**src/rtl/calc_pkg.sv**
```systemverilog
// Shared types and constants for the UART calculator command engine.
// The optional '%' operator is enabled by defining CALC_MOD_EN.
package calc_pkg;

   typedef enum logic [2:0] {
      IDLE,
      OP1,
      OP2,
      EXEC,
      DIV,
      SYNC,
      DONE
   } calc_state_e;

   localparam logic [2:0] ERR_OK       = 3'd0;
   localparam logic [2:0] ERR_BAD_CHAR = 3'd1;
   localparam logic [2:0] ERR_OPND     = 3'd2;
   localparam logic [2:0] ERR_EMPTY    = 3'd3;
   localparam logic [2:0] ERR_DIV0     = 3'd4;

   localparam logic [7:0] ASCII_0     = 8'h30;
   localparam logic [7:0] ASCII_9     = 8'h39;
   localparam logic [7:0] ASCII_PLUS  = 8'h2B;
   localparam logic [7:0] ASCII_MINUS = 8'h2D;
   localparam logic [7:0] ASCII_STAR  = 8'h2A;
   localparam logic [7:0] ASCII_SLASH = 8'h2F;
   localparam logic [7:0] ASCII_PCT   = 8'h25;
   localparam logic [7:0] ASCII_EQ    = 8'h3D;
   localparam logic [7:0] ASCII_CR    = 8'h0D;
   localparam logic [7:0] ASCII_LF    = 8'h0A;
   localparam logic [7:0] ASCII_SP    = 8'h20;

   function automatic logic is_digit(input logic [7:0] b);
      return (b >= ASCII_0) && (b <= ASCII_9);
   endfunction

   function automatic logic is_term(input logic [7:0] b);
      return (b == ASCII_EQ) || (b == ASCII_CR) || (b == ASCII_LF);
   endfunction

   function automatic logic is_op(input logic [7:0] b);
`ifdef CALC_MOD_EN
      return (b == ASCII_PLUS) || (b == ASCII_MINUS) || (b == ASCII_STAR) ||
             (b == ASCII_SLASH) || (b == ASCII_PCT);
`else
      return (b == ASCII_PLUS) || (b == ASCII_MINUS) || (b == ASCII_STAR) ||
             (b == ASCII_SLASH);
`endif
   endfunction

endpackage

```
**src/rtl/calc_divider.sv**
```systemverilog
// Iterative restoring divider: one quotient bit per cycle, DATA_W cycles from
// start to the done pulse. The first step is taken on the start edge itself.
module calc_divider #(
   parameter int DATA_W = 16
) (
   input  logic              clk,
   input  logic              rst_n,
   input  logic              start,
   input  logic [DATA_W-1:0] dividend,
   input  logic [DATA_W-1:0] divisor,
   output logic [DATA_W-1:0] quotient,
   output logic [DATA_W-1:0] remainder,
   output logic              done
);

   localparam int CW = $clog2(DATA_W + 1);

   logic [DATA_W-1:0] rem_q;
   logic [DATA_W-1:0] quo_q;
   logic [DATA_W-1:0] dvs_q;
   logic [CW-1:0]     cnt;

   function automatic logic [2*DATA_W-1:0] div_step(input logic [DATA_W-1:0] r,
                                                     input logic [DATA_W-1:0] q,
                                                     input logic [DATA_W-1:0] d);
      logic [DATA_W:0] sh;
      logic [DATA_W:0] trial;
      sh    = {r, q[DATA_W-1]};
      trial = sh - {1'b0, d};
      // A set MSB means the trial went negative: restore the shifted remainder.
      if (trial[DATA_W])
         return {sh[DATA_W-1:0], q[DATA_W-2:0], 1'b0};
      else
         return {trial[DATA_W-1:0], q[DATA_W-2:0], 1'b1};
   endfunction

   always_ff @(posedge clk) begin
      if (!rst_n) begin
         rem_q <= '0;
         quo_q <= '0;
         dvs_q <= '0;
         cnt   <= '0;
         done  <= 1'b0;
      end else begin
         done <= 1'b0;
         if (start) begin
            {rem_q, quo_q} <= div_step('0, dividend, divisor);
            dvs_q          <= divisor;
            cnt            <= CW'(DATA_W - 1);
         end else if (cnt != '0) begin
            {rem_q, quo_q} <= div_step(rem_q, quo_q, dvs_q);
            cnt            <= cnt - CW'(1);
            if (cnt == CW'(1))
               done <= 1'b1;
         end
      end
   end

   assign quotient  = quo_q;
   assign remainder = rem_q;

endmodule

```
**src/rtl/calc_cmd_engine.sv**
```systemverilog
// ASCII "<num><op><num>=" parser and executor between uart_rx and spi_lcd.
// Define CALC_MOD_EN to accept '%' (remainder through the shared divider).
//
// state | meaning
// IDLE  | waiting for the first digit of operand 1
// OP1   | accumulating operand 1, waiting for operator
// OP2   | accumulating operand 2, waiting for terminator
// EXEC  | one-cycle execute of + - * and divide-by-zero check
// DIV   | divider running, input bytes dropped
// SYNC  | error seen, discarding bytes through the next terminator
// DONE  | done pulse; a byte arriving here starts the next expression
module calc_cmd_engine
   import calc_pkg::*;
#(
   parameter int DATA_W     = 16,
   parameter int MAX_DIGITS = 5
) (
   input  logic              clk,
   input  logic              rst_n,
   input  logic [7:0]        rx_data,
   input  logic              rx_valid,
   output logic [DATA_W-1:0] operand1,
   output logic [DATA_W-1:0] operand2,
   output logic [7:0]        operator,
   output logic [DATA_W-1:0] result,
   output logic              neg,
   output logic              ovf,
   output logic [2:0]        err_code,
   output logic              done,
   output logic              busy,
   output logic              rx_drop
);

   localparam int AW = DATA_W + 4;
   localparam int PW = 2 * DATA_W;
   localparam int NW = $clog2(MAX_DIGITS + 1);

   calc_state_e       state;
   logic [AW-1:0]     acc;
   logic [NW-1:0]     ndig;
   logic [2:0]        err_r;

   logic [AW-1:0]     acc_next;
   logic              acc_ovf;
   logic [DATA_W:0]   sum;
   logic [PW-1:0]     prod;
   logic              div_op;
   logic              div_start;
   logic              div_done;
   logic [DATA_W-1:0] div_quo;
   logic [DATA_W-1:0] div_res;

   // acc*10 + digit; the 4 spare bits hold any single-step overshoot.
   assign acc_next  = (acc << 3) + (acc << 1) + AW'(rx_data[3:0]);
   assign acc_ovf   = (ndig == NW'(MAX_DIGITS)) || (|acc_next[AW-1:DATA_W]);
   assign sum       = {1'b0, operand1} + {1'b0, operand2};
   assign prod      = PW'(operand1) * PW'(operand2);
   assign div_start = (state == EXEC) && div_op && (operand2 != '0);
   assign rx_drop   = rx_valid & busy;

`ifdef CALC_MOD_EN
   logic [DATA_W-1:0] div_rem;

   assign div_op  = (operator == ASCII_SLASH) || (operator == ASCII_PCT);
   assign div_res = (operator == ASCII_PCT) ? div_rem : div_quo;

   calc_divider #(.DATA_W(DATA_W)) u_div (
      .clk       (clk),
      .rst_n     (rst_n),
      .start     (div_start),
      .dividend  (operand1),
      .divisor   (operand2),
      .quotient  (div_quo),
      .remainder (div_rem),
      .done      (div_done)
   );
`else
   assign div_op  = (operator == ASCII_SLASH);
   assign div_res = div_quo;

   calc_divider #(.DATA_W(DATA_W)) u_div (
      .clk       (clk),
      .rst_n     (rst_n),
      .start     (div_start),
      .dividend  (operand1),
      .divisor   (operand2),
      .quotient  (div_quo),
      .remainder (),
      .done      (div_done)
   );
`endif

   task automatic finish(input logic [DATA_W-1:0] r, input logic n, input logic o,
                         input logic [2:0] e);
      result   <= r;
      neg      <= n;
      ovf      <= o;
      err_code <= e;
      done     <= 1'b1;
      busy     <= 1'b0;
      state    <= DONE;
   endtask

   always_ff @(posedge clk) begin
      if (!rst_n) begin
         state    <= IDLE;
         acc      <= '0;
         ndig     <= '0;
         err_r    <= ERR_OK;
         operand1 <= '0;
         operand2 <= '0;
         operator <= '0;
         result   <= '0;
         neg      <= 1'b0;
         ovf      <= 1'b0;
         err_code <= ERR_OK;
         done     <= 1'b0;
         busy     <= 1'b0;
      end else begin
         done <= 1'b0;
         case (state)
            IDLE, DONE: begin
               state <= IDLE;
               if (rx_valid && rx_data != ASCII_SP) begin
                  if (is_digit(rx_data)) begin
                     acc   <= AW'(rx_data[3:0]);
                     ndig  <= NW'(1);
                     state <= OP1;
                  end else if (is_term(rx_data)) begin
                     finish('0, 1'b0, 1'b0, ERR_EMPTY);
                  end else begin
                     err_r <= is_op(rx_data) ? ERR_EMPTY : ERR_BAD_CHAR;
                     state <= SYNC;
                  end
               end
            end
            OP1, OP2: begin
               if (rx_valid && rx_data != ASCII_SP) begin
                  if (is_digit(rx_data)) begin
                     if (acc_ovf) begin
                        err_r <= ERR_OPND;
                        state <= SYNC;
                     end else begin
                        acc  <= acc_next;
                        ndig <= ndig + NW'(1);
                     end
                  end else if (is_op(rx_data) && state == OP1) begin
                     operand1 <= acc[DATA_W-1:0];
                     operator <= rx_data;
                     acc      <= '0;
                     ndig     <= '0;
                     state    <= OP2;
                  end else if (is_term(rx_data)) begin
                     // The terminator already closes the expression, so an
                     // empty operand reports straight away instead of via SYNC.
                     if (state == OP2 && ndig != '0) begin
                        operand2 <= acc[DATA_W-1:0];
                        busy     <= 1'b1;
                        state    <= EXEC;
                     end else begin
                        finish('0, 1'b0, 1'b0, ERR_EMPTY);
                     end
                  end else begin
                     err_r <= ERR_BAD_CHAR;
                     state <= SYNC;
                  end
               end
            end
            EXEC: begin
               case (operator)
                  ASCII_PLUS:  finish(sum[DATA_W-1:0], 1'b0, sum[DATA_W], ERR_OK);
                  ASCII_MINUS: begin
                     if (operand1 >= operand2)
                        finish(operand1 - operand2, 1'b0, 1'b0, ERR_OK);
                     else
                        finish(operand2 - operand1, 1'b1, 1'b0, ERR_OK);
                  end
                  ASCII_STAR:  finish(prod[DATA_W-1:0], 1'b0, |prod[PW-1:DATA_W], ERR_OK);
                  default: begin
                     if (operand2 == '0)
                        finish('0, 1'b0, 1'b0, ERR_DIV0);
                     else
                        state <= DIV;
                  end
               endcase
            end
            DIV: begin
               if (div_done)
                  finish(div_res, 1'b0, 1'b0, ERR_OK);
            end
            SYNC: begin
               if (rx_valid && is_term(rx_data))
                  finish('0, 1'b0, 1'b0, err_r);
            end
            default: state <= IDLE;
         endcase
      end
   end

endmodule
```
**config.mk**
```make
export PLATFORM = sky130hd
export DESIGN_NAME = calc_cmd_engine
export DESIGN_NICKNAME = d
export VERILOG_FILES = /design/src/rtl/calc_pkg.sv /design/src/rtl/calc_divider.sv /design/src/rtl/calc_cmd_engine.sv
export SDC_FILE = /design/constraint.sdc
export NUM_CORES = 1
export LEC_CHECK = 0
export ABC_AREA = 1
export CAP_MARGIN = 20
export CORE_MARGIN = 2
export CORE_UTILIZATION = 45
export DETAILED_ROUTE_END_ITERATION = 6
export GPL_ROUTABILITY_DRIVEN = 0
export SYNTH_ARGS = -nofsm -noshare
export SYNTH_HDL_FRONTEND = slang
export SYNTH_SLANG_ARGS = --single-unit
```
**constraint.sdc**
```tcl
create_clock -name clk -period 5.42 [get_ports clk]
set_clock_uncertainty 0.15 [all_clocks]
set_input_delay 0.813 -clock clk [delete_from_list [all_inputs] [get_ports clk]]
set_output_delay 0.813 -clock clk [all_outputs]
set_load 0.02 [all_outputs]
```
## After elaboration in Yosys (flattened, before gate mapping)

Index checks and enable logic that the tools add are counted.
W data, S select, Z words.

- $add $sub $neg: 9
- Reduce and logical (&&, ||, !) cells: 38
- Order comparisons: 3
- $mul: 1
- Shift-type cells: 0
- Equality and inequality tests: 40
- Multiplexer cells: 110
- Divide/modulo/power cells: 0
- Bitwise gates (word level): 5

Operators with widths:

| kind | number |
|---|---|
| $mux W16 | 16 |
| $mux W19 | 6 |
| $mux W3 | 36 |
| $pmux W16 S5 | 1 |
| $eq A8 B6 Y1 const B | 9 |
| $mux W32 | 2 |
| $pmux W16 S3 | 1 |
| $pmux W19 S2 | 1 |
| $reduce_and A12 Y1 | 3 |
| $mul A16 B16 Y32 | 1 |
| $sub A16 B16 Y16 | 2 |
| $mux W1 | 31 |
| $pmux W3 S5 | 2 |
| $ne A2 B2 Y1 const B | 11 |
| $add A20 B20 Y20 | 1 |
| $add A20 B4 Y20 | 1 |
| $pmux W1 S5 | 4 |
| $add A16 B16 Y17 | 1 |
| $sub A1 B16 Y17 | 1 |
| $sub A17 B16 Y17 | 1 |
| $eq A8 B4 Y1 const B | 2 |
| $ge A16 B16 Y1 | 1 |
| $logic_not A16 Y1 | 1 |
| $reduce_bool A16 Y1 | 1 |
| 35 further kinds | 70 |

- Bits of input ports: 11
- Output and inout port bits: 64
- Memory bits (read-only): 0
- Memories kept: 0
- Bits in registers: 145
- RAM bits: 0
- Logic and storage cells: 225
- Latch bits: 0

## Depth between registers and ports, before layout

Gate-level depths: netlist of the first run.

- Word-level depth: 9
- Depth in mapped cells: 36

## Cells and area by module

A second synthesis of the first run with hierarchy kept.

- Cells, all modules: 3148
- Area, all modules: 20723.6 µm²

By module, submodules not included:

| module | area an instance (µm²) | cells an instance | instances |
|---|---|---|---|
| calc_cmd_engine | 17344.1 | 2641 | 1 |
| calc_divider | 3379.5 | 507 | 1 |

## Worst setup path after synthesis of the first run

OpenSTA, ideal clock, no wires.

- Kind: reg2reg
- Start point: register operand1[1]
- End point: register ovf
- Library setup time: 0.113 ns
- Stages on the path, launching flop included: 27
- Arrival time: 5.766 ns
- Slack: -0.609 ns
- Period minus slack after synthesis: 6.029 ns
- Cells stage by stage: dfxtp_1 clkbuf_1 clkbuf_1 nand2_1 fa_1 fa_1 fa_1 fa_1 fa_1 fa_1 inv_1 ha_1 nand2_1 nor2_1 nand2_1 nor3_1 nand2_1 nand4_1 nand2_1 nor2_1 nand2_1 nor2_1 nand2_1 nand2_1 nand2_1 nand2_1 nand2_1

- Cells in the longest elaborated chain, start to end: 4
- Elaborated cells on any way between the ends: 5
- Classes of those cells: 1 x add/sub; 1 x mul; 2 x mux; 1 x reduce/logical

Ends and longest elaborated chain:

| item | RTL line | RTL |
|---|---|---|
| start, declared | calc_cmd_engine.sv:22 | `output logic [DATA_W-1:0] operand1,` |
| start signal, assigned | calc_cmd_engine.sv:148 | `operand1 <= acc[DATA_W-1:0];` |
| $mul A16 B16 Y32 | calc_cmd_engine.sv:57 | `assign prod = PW'(operand1) * PW'(operand2);` |
| $reduce_or A16 Y1 | calc_cmd_engine.sv:178 | `ASCII_STAR: finish(prod[DATA_W-1:0], 1'b0, \|prod[PW-1:DATA_W], ERR_OK);` |
| $pmux W1 S3 * | calc_cmd_engine.sv:170 | `case (operator)` |
| $pmux W1 S5 * | calc_cmd_engine.sv:121 | `case (state)` |
| end signal, assigned | calc_cmd_engine.sv:115 | `ovf <= 1'b0;` |
| end, declared | calc_cmd_engine.sv:27 | `output logic ovf,` |

Every way passes the cells marked *; elsewhere a longest branch is shown, timed or not.
A chain may end at the register's enable or synchronous reset.

## Worst setup path after layout of the first run

- Start point: register operand2[12]
- End point: register ovf

- Cells in the longest elaborated chain, start to end: 4
- Elaborated cells on any way between the ends: 8
- Classes of those cells: 1 x add/sub; 1 x mul; 1 x eq/ne; 2 x mux; 3 x reduce/logical

Ends and longest elaborated chain:

| item | RTL line | RTL |
|---|---|---|
| start, declared | calc_cmd_engine.sv:23 | `output logic [DATA_W-1:0] operand2,` |
| start signal, assigned | calc_cmd_engine.sv:157 | `operand2 <= acc[DATA_W-1:0];` |
| $mul A16 B16 Y32 | calc_cmd_engine.sv:57 |  |
| $reduce_or A16 Y1 | calc_cmd_engine.sv:178 |  |
| $pmux W1 S3 | calc_cmd_engine.sv:170 |  |
| $pmux W1 S5 | calc_cmd_engine.sv:121 |  |

Several ways; a longest one is shown, not always the timed one.

==> summary.txt, run 1 <==
Timing
  • Pins Over Slew Limit: 0
  • Worst-Margin Slew: 923 ps
  • Unrepaired setup endpoints after global routing: true
  • Fin. Hold Viols: 0
  • Final Critical Period: 5680 ps
  • Upper clock frequency limit: 0.176 GHz
  • Min Hold Slack: 299 ps
  • Final period utilization: 105%
  • Worst rel slew slack: 38.4%
  • Final setup fails: 7
  • Post-route setup slack: -264 ps

Die
  • Die Span Y: 216 um
  • Std-Cell Rows: 77
  • Width of the die: 216 um
  • Starting density of the core: 45.7%
  • Die ar.: 46900 um^2
  • Num ports: 75
  • Core area: 44400 um^2

Drt
  • Final WL: 65700 um
  • TritonRoute pass-1 iters: 5
  • Vias: 19900
  • # DRC: 0
  • Vias per cell: 5.28
  • Final antenna-violating net count: 0
  • Initial DRC count: 1484
  • Wire length per cell: 17.4 um

Worst setup path
  • Crit path top cell by count: nand2_1
  • CP Launch Type: register
  • Crit path arrival time: 5880 ps
  • Worst Path Max Fanout: 7
  • Critical Path RT: 5620 ps
  • WP buf/inv: 2
  • CP Class: register to register
  • CP delay by family, top: adder cells
  • Reg2Reg Depth: 25
  • R2R setup slack: -260 ps
  • Worst r2r src: operand2[12]
  • Critical Path Sink Type: register
  • Critical path's slowest cell: fa_1
  • RR Endpoint: ovf
  • Critical path's largest stage delay: 570 ps

Global route
  • GR Util All Layers: 28.3%
  • Vias in the first global route: 19600
  • First-pass GRT wire length: 106000 um
  • Initial antenna violation count: 0
  • Largest net degree at the start of global routing: 93
  • Total grt overflow: 0

Clock network
  • Clock Pin Slew Worst Setup and Hold Paths: 70 ps
  • TritonCTS Sinks: 144
  • # hold bufs at CTS: 0
  • CTS Buf Count: 17
  • CTS Buffer Depth: 2
  • Skew-Pair Late Insertion Delay: 460 ps
  • Root Buffer: clkbuf_16
  • Htree depth: 4
  • CTS tree: built

Pwr
  • Pint: 0.00263 W
  • P_leak: 12.3 nW
  • Switching part of the total: 42.6%
  • VDD IR-drop max: 0.000422 V
  • Pwr Total: 0.00458 W
  • Clock power frac: 26.7%
  • Flop pwr share: 29.3%
  • Combinational share of power: 43.9%
  • P_sw: 0.00195 W
  • Pwr/cell area: 192 nW/um^2

Synth
  • Synth Area in Compound Gates: 12.0%
  • Largest family of logic cells by synthesized area: adder cells
  • Post-synthesis mux area share: 0%
  • Synth Area in Adders: 32.6%
  • XOR/XNOR Fraction of Synth Area: 1.90%
  • Post-Syn Area: 20300 um^2
  • Synth unique cells: 54
  • Mapped Nets: 3436
  • Main flop type after synthesis: dfxtp_1
  • Asr flop ratio synth: 0%
  • Post-synth EDFFs: 0
  • Post-synthesis cell count: 3016
  • Synth Warn #: 0
  • Syn Area/Cell: 6.74 um^2
  • Flops & latches, synth: 144
  • Post-Synth Simple-Gate Area: 25.1%
  • Register area share after synthesis: 14.2%

Worst hold path
  • Hold_sp: acc[17]
  • Hold WC Path Type: register to register
  • Endpoint, Worst Hold: acc[17]
  • Hold Crit Depth: 2

Layout
  • Post-layout instance area: 23900 um^2
  • Area Overhead vs Synth: 17.8%
  • Antenna diodes: 0
  • Layout cells sized above 1: 12.8%
  • Most common cell after layout, fill and taps aside: nand2_1
  • Commonest non-fill, non-tap cells in the layout: 765 x nand2_1, 602 x inv_1, 195 x fa_1
  • Final-layout fill cell count: 4346
  • Final net count: 3582

Placement
  • Pre-CTS setup slack: -447 ps
  • Buffers on Ports: 74
  • HPWL Detailed: 52900 um
  • Area after DPL: 22900 um^2

Status
  • Failing checks: negative setup slack
  • Outcome: finished, violations left

Job
  • Max-cap violation count: 0
==> cell families (layout without fill, tap and decap cells) <==
logic type,count (synthesis),in the layout
XOR/XNOR,44,44
buffers and inverters,747,906
AO/OA/AOI/OAI,436,436
adder cells (fa/ha/maj),409,409
flip-flops,144,144
AND/OR/NAND/NOR,1236,1236
==> through the flow <==
step	util, %	setup TNS (ps)	std cells
3_3_place_gp	51.5	-1770	3716
4_1_cts	53.6	-861	3765
5_1_grt	53.9	-2540	3767
6_report	53.9	-953	3767
2_1_floorplan	-	0	3016
3_5_place_dp	51.5	-2010	3716
==> worst max-delay path by stage <==
stage / from / end / slack (ps) / cells past startpoint
global route: operand1[8] / ovf / -580 / 31
finish: operand2[12] / ovf / -260 / 25
floorplan: operand1[2] / ovf / 0.8 / 26
global placement: operand1[6] / result[14] / -420 / 24
detailed placement: operand1[8] / result[14] / -450 / 26
CTS: operand1[9] / ovf / -210 / 31
==> cell usage after synthesis (all sizes together), types with 18 or more instances <==
master | instances | share of area [%]
nor2 | 223 | 4.4
a21oi | 199 | 5.0
buf | 57 | 1.5
a211oi | 18 | 0.67
clkbuf | 67 | 1.2
inv | 618 | 11
nor3 | 27 | 0.72
dfxtp | 144 | 14
nand2 | 800 | 15
ha | 209 | 13
nand4 | 29 | 0.95
xor2 | 33 | 1.4
o21ai | 149 | 3.8
nand3 | 133 | 3.3
fa | 200 | 20
==> area by class of cell <==
cell class / count / area, um^2 / share of cell area, %
Sequential cell: 144 / 2990 / 12.5
Inverter: 623 / 2340 / 9.78
Multi-Input combinational cell: 2125 / 15100 / 63.0
Clock inverter: 11 / 119 / 0.497
Clock buffer: 21 / 492 / 2.05
Timing Repair Buffer: 251 / 2170 / 9.05
Tap cell: 592 / 741 / 3.10
==> flip-flops by register name (all words and copies together) (netlist names) <==
register / cells
result: 16
ovf: 1
u_div.dvs_q: 16
busy: 1
err_r: 2
u_div.remainder: 16
u_div.done: 1
operand2: 16
ndig: 3
acc: 19
done: 1
state: 3
operator: 8
u_div.cnt: 5
u_div.quotient: 16
neg: 1
err_code: 3
operand1: 16
==> per-layer routing <==
metal	global-route usage [%]	up-vias	part of all wire [%]
li1	-	9590	-
met2	46.8	700	46
met5	0	-	0
met4	7.85	0	2.6
met3	2.99	111	6.7
met1	39.2	9472	45
==> power groups by stage <==
| stage | sequential (W) | combinational [W] | clock [W] |
|---|---|---|---|
| after global placement | 0.00136 | 0.00195 | 0 |
| after global routing | 0.00136 | 0.00228 | 0.00128 |
| final | 0.00134 | 0.00201 | 0.00123 |
| after floorplan | 0.00134 | 0.00156 | 0 |
| after CTS | 0.00134 | 0.00200 | 0.00124 |
| after detailed placement | 0.00136 | 0.00199 | 0 |
==> what timing repair did <==
| action | CTS | global route |
|---|---|---|
| setup endpoints to repair | 8 | 8 |
| buffers inserted | 17 | 3 |
| pin swaps | 21 | 15 |
| resized for setup | 49 | 34 |
==> worst register-to-register path, cell delays in order, from the launching register on <==
cell     delay [ps]
dfxtp_4         450
buf_6           180
nand2_1         100
fa_1            570
fa_1            450
fa_1            570
fa_1            440
fa_1            540
inv_1            50
fa_1            470
ha_4            350
nand2_4          90
nor2_4          130
nand2_1          90
nor3_1          140
nand2_1         100
nand4_1          90
nand2_1          60
nor2_1          100
nand2_1          60
nor2_1          100
nand2_1          70
nand2_1          80
nand2_1          60
nand2_1          60
nand2_1          50
No activity file was read; power rests on OpenSTA's default activity.
==> run 2, diff against run 1 <==
--- a/config.mk
+++ b/config.mk
@@ -11,6 +11,7 @@
 export CORE_UTILIZATION = 45
 export DETAILED_ROUTE_END_ITERATION = 6
 export GPL_ROUTABILITY_DRIVEN = 0
+export SLEW_MARGIN = 40
 export SYNTH_ARGS = -nofsm -noshare
 export SYNTH_HDL_FRONTEND = slang
 export SYNTH_SLANG_ARGS = --single-unit
==> run 2 against run 1 <==
The flow still finishes with violations (negative setup slack); via count is 0.12% higher; clock power hardly changed; global-route usage stayed put; sequential share of layout area hardly changed; cell area hardly changed; register-to-register slack better by 20 ps; flip-flop and latch count stayed put; first-iteration DRC count stayed put; routed wire length is 0.10% lower; final cell count stayed put; non-clock buffer count stayed put; critical path depth stayed put; critical endpoint unchanged.
==> summary.txt, run 2 (synthesis gave the netlist of run 1 again) <==
Drt
  • Wire length per cell: 17.4 um
  • Final antenna-violating net count: 0
  • TritonRoute pass-1 iters: 6
  • Initial DRC count: 1484
  • Vias: 19900
  • Final WL: 65600 um
  • Vias per cell: 5.28
  • # DRC: 0

Timing
  • Final period utilization: 105%
  • Fin. Hold Viols: 0
  • Pins Over Slew Limit: 0
  • Final setup fails: 7
  • Unrepaired setup endpoints after global routing: true
  • Worst-Margin Slew: 801 ps
  • Final Critical Period: 5670 ps
  • Upper clock frequency limit: 0.176 GHz
  • Worst rel slew slack: 46.4%
  • Min Hold Slack: 299 ps
  • Post-route setup slack: -246 ps

Placement
  • HPWL Detailed: 52900 um
  • Buffers on Ports: 74

Status
  • Failing checks: negative setup slack
  • Outcome: finished, violations left

Layout
  • Most flops, register: acc
  • Final net count: 3582
  • Final-layout fill cell count: 4343
  • Antenna diodes: 0
  • Area Overhead vs Synth: 17.8%
  • Post-layout util: 53.9%
  • Layout cells sized above 1: 12.8%
  • Most common cell after layout, fill and taps aside: nand2_1
  • Max reg flops: 19
  • Commonest non-fill, non-tap cells in the layout: 765 x nand2_1, 602 x inv_1, 195 x fa_1

Global route
  • Total grt overflow: 0
  • First-pass GRT wire length: 106000 um
  • Largest net degree at the start of global routing: 93
  • Initial antenna violation count: 0
  • GR Util All Layers: 28.3%
  • Vias in the first global route: 19600

Worst setup path
  • RR Endpoint: ovf
  • Worst Path Max Fanout: 7
  • Critical path's largest stage delay: 570 ps
  • CP Launch Type: register
  • CP Class: register to register
  • Worst r2r src: operand2[12]
  • Reg2Reg Depth: 25
  • Critical path's slowest cell: fa_1
  • R2R setup slack: -250 ps
  • Crit path arrival time: 5860 ps
  • Critical Path RT: 5610 ps
  • Setup crit start: operand2[12]
  • Crit path top cell by count: nand2_1
  • Critical Path Sink Type: register
  • Crit path to: ovf

Die
  • Num ports: 75
  • Std-Cell Rows: 77
  • Die ar.: 46900 um^2
  • Starting density of the core: 45.7%
  • Die Span Y: 216 um
  • Core area: 44400 um^2
  • Width of the die: 216 um

Clock network
  • TritonCTS Sinks: 144
  • CTS Buffer Depth: 2
  • Skew-Pair Late Insertion Delay: 460 ps
  • CTS tree: built
  • Clock Pin Slew Worst Setup and Hold Paths: 70 ps
  • CTS Buf Count: 17
  • Root Buffer: clkbuf_16
  • Htree depth: 4

Pwr
  • VDD IR-drop max: 0.000421 V
  • Pwr/cell area: 191 nW/um^2
  • P_leak: 12.3 nW

Job
  • Max-cap violation count: 0

Worst hold path
  • Hold WC Path Type: register to register
==> run 2: cell counts in the layout (fill, tap and decap cells not counted) <==
Identical to the previous run, type by type.
==> run 2: area by class of cell <==
class	instances	area (um^2)	area share [%]
Multi-Input combinational cell	2125	15100	63.0
Sequential cell	144	2990	12.5
Inverter	623	2340	9.77
Timing Repair Buffer	251	2170	9.06
Tap cell	592	741	3.09
Clock buffer	21	492	2.05
Clock inverter	11	119	0.497
==> run 2: how the worst min path moves through the flow <==
stage / slack, ps / startpoint / end / cells past startpoint
6_report: 300 / acc[17] / acc[17] / 2
5_1_grt: 310 / acc[17] / acc[17] / 2
4_1_cts: 300 / acc[17] / acc[17] / 2
3_5_place_dp: 280 / acc[17] / acc[17] / 2
3_3_place_gp: 280 / acc[17] / acc[17] / 2
2_1_floorplan: 270 / u_div.cnt[4] / u_div.done / 1
==> run 2: stage by stage <==
step	TNS (ps)	setup slack [ps]	instances	instance area [um^2]	power (W)
final	-923	-246	3767	23900	0.00458
after global routing	-2530	-575	3767	23900	0.00493
after CTS	-861	-211	3765	23800	0.00459
after detailed placement	-2010	-447	3716	22900	0.00335
after global placement	-1770	-417	3716	22900	0.00331
after floorplan	0	0.835	3016	21100	0.00290
==> run 2: repair_timing <==
item	CTS	global route
cloned	0	0
pin swaps	21	15
setup buffers	17	3
hold buffers	0	0
gates resized for setup	49	34
endpoints found under the setup margin	8	8
==> run 2: critical path: cells and delay by family, from the launching register on <==
family,cells,cell delay (ps)
flip-flops,1,450
buffers and inverters,2,230
AND/OR/NAND/NOR,16,1340
adder cells (fa/ha/maj),7,3390
==> run 2: layer usage <==
metal / global-route usage (%) / part of all wire [%] / vias to the layer above
li1: - / - / 9590
met1: 39.2 / 45 / 9451
met2: 46.8 / 46 / 734
met3: 2.99 / 6.8 / 122
met4: 7.85 / 2.7 / 0
met5: 0 / 0 / -
==> run 2: where the power goes <==
part	internal, W	total, W	switching, W
Clock	0.000706	0.00122	0.000517
Sequential	0.00119	0.00134	0.000151
Combinational	0.000732	0.00201	0.00128
Total	0.00263	0.00458	0.00195
